`src/rtl/md_issue_ctrl.sv`:
```
// E-stage issue controller for the multiply/divide unit: decodes MD instructions,
// issues one req/ready request at a time and stalls D while an MD op is pending.
// Optional watchdog enabled by defining MD_TIMEOUT_EN.
module md_issue_ctrl #(
    parameter int TIMEOUT = 64,
    parameter int CNT_W   = 7
) (
    input  logic        clk,
    input  logic        reset,
    input  logic [31:0] instr_D,
    input  logic [31:0] instr_E,
    input  logic        valid_E,
    input  logic [31:0] rs_E,
    input  logic [31:0] rt_E,
    input  logic        md_ready,
    input  logic        md_done,
    output logic        md_req,
    output logic [2:0]  md_op,
    output logic [31:0] md_a,
    output logic [31:0] md_b,
    output logic        stall_D,
    output logic        busy,
    output logic        md_err
);

    typedef enum logic [1:0] {
        ST_IDLE = 2'd0,
        ST_REQ  = 2'd1,
        ST_WAIT = 2'd2
    } state_t;

    localparam logic [CNT_W-1:0] TIMEOUT_LAST = CNT_W'(TIMEOUT - 1);

    state_t      state_reg;
    logic        md_req_reg;
    logic [2:0]  md_op_reg;
    logic [31:0] md_a_reg;
    logic [31:0] md_b_reg;
    logic        timeout;

    // Returns {is_md_write, op} for an instruction word.
    function automatic logic [3:0] decode_write(input logic [31:0] ins);
        logic [3:0] res;
        res = 4'b0000;
        if (ins[31:26] == 6'h00) begin
            case (ins[5:0])
                6'h18:   res = {1'b1, 3'd0};
                6'h19:   res = {1'b1, 3'd1};
                6'h1A:   res = {1'b1, 3'd2};
                6'h1B:   res = {1'b1, 3'd3};
                6'h11:   res = {1'b1, 3'd4};
                6'h13:   res = {1'b1, 3'd5};
                default: res = 4'b0000;
            endcase
        end
        return res;
    endfunction

    function automatic logic is_md_class(input logic [31:0] ins);
        logic hit;
        hit = 1'b0;
        if (ins[31:26] == 6'h00) begin
            case (ins[5:0])
                6'h10, 6'h11, 6'h12, 6'h13,
                6'h18, 6'h19, 6'h1A, 6'h1B: hit = 1'b1;
                default:                    hit = 1'b0;
            endcase
        end
        return hit;
    endfunction

    logic [3:0] e_dec;
    logic       e_write;
    logic [2:0] e_op;
    logic       d_class;

    always_comb begin
        e_dec   = decode_write(instr_E);
        e_write = e_dec[3];
        e_op    = e_dec[2:0];
        d_class = is_md_class(instr_D);
    end

    // Only opcode and funct fields matter for decode.
    logic unused_fields;
    assign unused_fields = ^{instr_D[25:6], instr_E[25:6]};

    always_ff @(posedge clk or negedge reset) begin
        if (!reset) begin
            state_reg  <= ST_IDLE;
            md_req_reg <= 1'b0;
            md_op_reg  <= 3'd0;
            md_a_reg   <= 32'd0;
            md_b_reg   <= 32'd0;
        end else begin
            case (state_reg)
                ST_IDLE: begin
                    if (valid_E && e_write) begin
                        state_reg  <= ST_REQ;
                        md_req_reg <= 1'b1;
                        md_op_reg  <= e_op;
                        md_a_reg   <= rs_E;
                        md_b_reg   <= e_op[2] ? 32'd0 : rt_E;
                    end
                end
                ST_REQ: begin
                    if (timeout) begin
                        state_reg  <= ST_IDLE;
                        md_req_reg <= 1'b0;
                    end else if (md_ready) begin
                        md_req_reg <= 1'b0;
                        // mthi/mtlo (op 4/5) complete on acceptance
                        state_reg  <= md_op_reg[2] ? ST_IDLE : ST_WAIT;
                    end
                end
                ST_WAIT: begin
                    if (timeout || md_done) begin
                        state_reg <= ST_IDLE;
                    end
                end
                default: begin
                    state_reg  <= ST_IDLE;
                    md_req_reg <= 1'b0;
                end
            endcase
        end
    end

`ifdef MD_TIMEOUT_EN
    logic [CNT_W-1:0] wd_cnt_reg;
    logic             md_err_reg;

    assign timeout = (state_reg != ST_IDLE) && (wd_cnt_reg == TIMEOUT_LAST);

    always_ff @(posedge clk or negedge reset) begin
        if (!reset) begin
            wd_cnt_reg <= '0;
            md_err_reg <= 1'b0;
        end else begin
            // Held at zero in IDLE, so every REQ entry starts from a clean count.
            if (state_reg == ST_IDLE || timeout) begin
                wd_cnt_reg <= '0;
            end else begin
                wd_cnt_reg <= wd_cnt_reg + 1'b1;
            end
            if (timeout) begin
                md_err_reg <= 1'b1;
            end
        end
    end

    assign md_err = md_err_reg;
`else
    logic unused_timeout_cfg;
    assign unused_timeout_cfg = ^TIMEOUT_LAST;
    assign timeout = 1'b0;
    assign md_err  = 1'b0;
`endif

    assign md_req  = md_req_reg;
    assign md_op   = md_op_reg;
    assign md_a    = md_a_reg;
    assign md_b    = md_b_reg;
    assign busy    = (state_reg != ST_IDLE);
    assign stall_D = d_class && ((state_reg != ST_IDLE) || (valid_E && e_write));

endmodule

```
`config.mk`:
```
export PLATFORM = sky130hd
export DESIGN_NAME = md_issue_ctrl
export DESIGN_NICKNAME = d
export VERILOG_FILES = /design/src/rtl/md_issue_ctrl.sv
export SDC_FILE = /design/constraint.sdc
export NUM_CORES = 1
export LEC_CHECK = 0
export ABC_AREA = 1
export BUFFER_PORTS_ARGS = -buffer_cell sky130_fd_sc_hd__buf_4
export CORE_ASPECT_RATIO = 1.4
export CORE_MARGIN = 2
export CORE_UTILIZATION = 35
export DETAILED_ROUTE_END_ITERATION = 7
export PLACE_DENSITY = 0.81
export SLEW_MARGIN = 20
export SYNTH_ARGS = -nofsm -noshare
export SYNTH_HDL_FRONTEND = slang
export SYNTH_SLANG_ARGS = --single-unit
```
`constraint.sdc`:
```
create_clock -name clk -period 2.8 [get_ports clk]
set_input_delay 0.56 -clock clk [delete_from_list [all_inputs] [get_ports clk]]
set_output_delay 0.56 -clock clk [all_outputs]
set_load 0.02 [all_outputs]
```
# ---- Yosys cells after proc, flatten, opt, wreduce, memory -nomap -nowiden
# Memories as Yosys holds them, arrays and structs flattened.
# Index checks and enable logic that the tools add are counted.
dict set report totals {
  reg_bits 70
  mem_bits_ro 32
  inputBits 133
  wordCells 41
  n_memories 1
}
# name depth word_bits read_ports rd_ports_with_merged_regs write_ports line
set mem_list {}
lappend mem_list {{(no name shown)} 32 1 1 0 0 63} ;# case (ins[5:0])
dict set report classes {
  eq_ne 11
  n_mux 13
  bitwise_logic 1
  reduce_logical 10
}
# cell count
set ops {}
lappend ops {{== test 6 x 5 -> 1 bit, second input constant} 6}
lappend ops {{2-to-1 mux 32 bit} 1}
lappend ops {{case mux 4 bit (6 select lines)} 1}
lappend ops {{zero test 6 bit} 2}
lappend ops {{2-to-1 mux 2 bit} 4}
lappend ops {{inequality test 2 bit, second input constant} 3}
lappend ops {{case mux 2 bit (3 select lines)} 1}
lappend ops {{AND reduction 3 bit} 2}
lappend ops {{2-to-1 mux 1 bit} 4}
lappend ops {{2-to-1 mux 4 bit} 1}
lappend ops {{case mux 1 bit (3 select lines)} 1}
lappend ops {{== test 2 x 1 -> 1 bit, second input constant} 1}
lappend ops {{== test 2 bit, second input constant} 1}
lappend ops {{logical AND 1 bit} 2}
lappend ops {{zero test 2 bit} 1}
lappend ops {{AND reduction 2 bit} 1}
lappend ops {{nonzero test 2 bit} 1}
lappend ops {{logical OR 1 bit} 1}
lappend ops {{NOT 1 bit} 1}

# ---- Depth between registers and ports, before layout
dict set report depth {
  depth_word 6
  mapped_depth 10
  ltp_nobuf 9
}

# ---- Worst setup path after synthesis
# OpenSTA, ideal clock, no wires.
dict set report synth_path {
  path_type {input to output}
  startpoint {in instr_E[27]}
  endpoint {out stall_D}
  arrival_time_ps 1405
  t_required_ps 2240
  path_slack_ps 835
  stages 4
  path_buffers 0
  cell_sequence {or2_1 nor2_4 nand2_1 a21oi_1}
}
dict set report synth_via {
  elab_chain_len 5
}
# item line
set synth_rtl {}
lappend synth_rtl {{start, declared} 11} ;# input logic [31:0] instr_E,
lappend synth_rtl {{zero test 6 bit} 45} ;# if (ins[31:26] == 6'h00) begin
lappend synth_rtl {{2-to-1 mux 4 bit} 45}
lappend synth_rtl {{logical AND 1 bit} 165} ;# assign stall_D = d_class && ((state_reg != ST_IDLE) || (valid_E && e_write));
lappend synth_rtl {{logical OR 1 bit} 165}
lappend synth_rtl {{logical AND 1 bit} 165}
lappend synth_rtl {{end, declared} 21} ;# output logic stall_D,
# No other way between the ends.

# ---- Worst setup path in the final report
dict set report layout_path {
  startpoint {reg state_reg[1]}
  endpoint {reg md_b_reg[8] (netlist: md_b[8])}
}
dict set report layout_via {
  elab_chain_len 2
}
# item line
set layout_rtl {}
lappend layout_rtl {{start, declared} 34} ;# state_t state_reg;
lappend layout_rtl {{start signal, assigned} 113} ;# state_reg <= md_op_reg[2] ? ST_IDLE : ST_WAIT;
lappend layout_rtl {{zero test 2 bit} 96} ;# case (state_reg)
lappend layout_rtl {{AND reduction 2 bit (no line)} n/a}
lappend layout_rtl {{end signal, assigned} 103} ;# md_b_reg <= e_op[2] ? 32'd0 : rt_E;
lappend layout_rtl {{end, declared} 38} ;# logic [31:0] md_b_reg;
# No other way between the ends.
# A chain may end at the register's enable or synchronous reset.

==> impl_metrics.env <==
export IMPL_tightest_slew_ns=0.8423
export IMPL_finalWeightedCongestion=0.8270
export IMPL_yosysUniqueCellTypes=25
export IMPL_synth_area_sq_um=2796
export IMPL_hp_class="input pin to async pin"
export IMPL_wl_met2_microns=3628
export IMPL_synth_async_reset_ratio=1.000
export IMPL_clkLatencyLatePin_ns=0.33
export IMPL_placed_cell_area_sq_um=4059
export IMPL_rrSetupSlack_ns=0.75
export IMPL_cts_inserted_buffers=9
export IMPL_critPathCaptureType="flip-flop"
export IMPL_worst_r2r_cell_count=7
export IMPL_seq_area_frac_synth=0.6264
export IMPL_setup_tns_ns=0
export IMPL_p_leak_nw=2.536
export IMPL_root_buffer="clkbuf_8"
export IMPL_die_h_microns=109.8
export IMPL_stdcell_area_sq_um=4260
export IMPL_area_growth_pct=52.35
export IMPL_diodes=0
export IMPL_routed_wl_met3_microns=556
export IMPL_drtAntennaViolNets=0
export IMPL_period_needed_ns=2.046
export IMPL_grt_use_total=0.1690
export IMPL_synth_area_per_cell_sq_um=8.578
export IMPL_io_buffers=159
export IMPL_cts_tree="done"
export IMPL_htree_num_levels=3
export IMPL_synth_area_leaders="dfrtp_1 (63%), nand2_1 (27%), buf_4 (1.1%)"
export IMPL_hold_viol=0
export IMPL_cap_violations=0
export IMPL_finalWirelength_microns=7063
export IMPL_fmax_mhz=488.8
export IMPL_wl_met1_microns=2711
export IMPL_first_global_vias=2610
export IMPL_drive_gt1_frac=0.3701
export IMPL_grt_pass1_wl_microns=11350
export IMPL_start_kind="flip-flop"
export IMPL_slew_viol_final=0
export IMPL_cp_required_ns=3.07
export IMPL_period_share=0.7307
export IMPL_core_rowCount=38
export IMPL_grt_antenna_before_repair=0
export IMPL_crit_fanout=33
export IMPL_arrival_ns=2.31
export IMPL_ys_warn_count=0
export IMPL_post_synth_top_area_cell="dfrtp_1"
export IMPL_grt_overflow=0
export IMPL_vias_per_cell=4.458
export IMPL_status="finished, final reports clean"
export IMPL_synth_edf_count=0
export IMPL_pin_count=204
export IMPL_rsz0062_at_grt="false"
export IMPL_synthCells=326
export IMPL_synth_fp_nets=459
export IMPL_routed_top_layer="met4"
export IMPL_synth_flop_cell="dfrtp_1"
export IMPL_vias=2626
export IMPL_drt_iter0_markers=92
export IMPL_cts_clk_slew_worst_paths_ns=0.07
export IMPL_critPathCapture="md_b[8]"
export IMPL_reg2reg_from="state_reg[1]"
export IMPL_dp_hpwl_microns=5277
export IMPL_slew_headroom=0.4385
export IMPL_fillCellCount=711
export IMPL_grt_max_degree=71
export IMPL_clkSinkCount=70
export IMPL_wl_per_cell_microns=11.99
export IMPL_die_x_microns=79.55
export IMPL_drc=0
export IMPL_power_density_nw_per_um2=480.5
export IMPL_die_area_sq_um=8731
export IMPL_clk_path_buf_depth=2
export IMPL_path_class="flip-flop to flip-flop"
export IMPL_cp_startpoint="state_reg[1]"
export IMPL_max_vdd_ir_drop_v=0.0002600
export IMPL_setup_violations=0
export IMPL_start_util=0.3608
export IMPL_synth_seq_cells=70
export IMPL_num_nets_final=617
export IMPL_cts_resized=0
export IMPL_firstDrtPassIters=4
export IMPL_core_sq_um=7750
export IMPL_r2r_end="md_b[8]"
export IMPL_cts_hold_buf=0
export IMPL_worst_clock_skew_ns=0.009315
export IMPL_cts_setup_buffers=0
export IMPL_synth_top_cell_area_share=0.6264
## routing by layer
metal	vias up	track usage
li1	1300	-
met2	107	0.3007
met1	1205	0.1876
met4	0	0.08498
met5	-	0
met3	14	0.03859
## worst min path at each step
stage	from	cells after the start	slack [ns]	to
3_5_place_dp	md_b[23]	2	0.47	md_b[23]
4_1_cts	reset	1	0.36	md_a[3]
3_3_place_gp	md_a[22]	2	0.46	md_a[22]
6_report	reset	1	0.33	md_op[0]
2_1_floorplan	reset	0	0.26	md_a[0]
5_1_grt	rt_E[19]	3	0.39	md_b[19]
## synth_stat cells (2+ instances only)
| master | count |
|---|---|
| buf_4 | 4 |
| inv_1 | 8 |
| buf_2 | 3 |
| o21ai_0 | 3 |
| nor2_1 | 6 |
| dfrtp_1 | 70 |
| nand3_1 | 4 |
| nand2_1 | 203 |
| clkbuf_1 | 7 |
| a21oi_1 | 2 |
| nor4_1 | 2 |
## kinds of logic (layout without fill, tap and decap cells)
| logic type | after synthesis | after routing | synth area share |
|---|---|---|---|
| buf+inv | 24 | 187 | 0.03937 |
| simple gates | 222 | 222 | 0.3136 |
| compound gates | 9 | 9 | 0.01924 |
| other cells | 1 | 1 | 0.001341 |
| flops | 70 | 70 | 0.6264 |
## where the power goes
group	total, mW	switching (mW)	internal, mW	leakage [nW]
sequential	1.04	0.0112	1.03	0.974
clock	0.804	0.345	0.459	0.0996
combinational	0.201	0.0870	0.114	1.46
## layout by cell type, fill, tap and decap left out, types with 3 or more instances in the layout
master	count
nand2_1	203
clkbuf_8	11
inv_1	8
nand3_1	4
buf_4	161
o21ai_0	3
nor2_1	6
dfrtp_1	70
## worst max-delay path, stage by stage, from the launching register on
cell	delay, ns
dfrtp_1	0.41
nor2_1	0.30
nand3_4	0.37
inv_2	0.30
nand2_2	0.09
clkinv_2	0.31
nand2_1	0.09
nand2_1	0.09
## final cells by class
type | instances | area, sq um | share of cell area
clock buffers | 13 | 158.9 | 0.03730
clock inverters | 3 | 42.54 | 0.009985
inverters | 10 | 38.79 | 0.009104
multi-input cells | 232 | 934.6 | 0.2194
flip-flops and latches | 70 | 1752 | 0.4112
well taps | 100 | 125.1 | 0.02937
repair buffers | 161 | 1209 | 0.2837
## through the flow
step                total power [mW]  hold WS [ns]  std cells    util  worst slack [ns]
finish                         2.047        0.3322        589  0.5497            0.7541
global route                   2.150        0.3927        589  0.5497            0.4565
CTS                            2.086        0.3607        589  0.5497            0.7127
detailed placement             1.265        0.4663        573  0.5237            0.3613
global placement               1.260        0.4646        573  0.5237            0.4088
floorplan                      1.112        0.2644        326       -            0.8353
(Power assumes the default switching activity.)
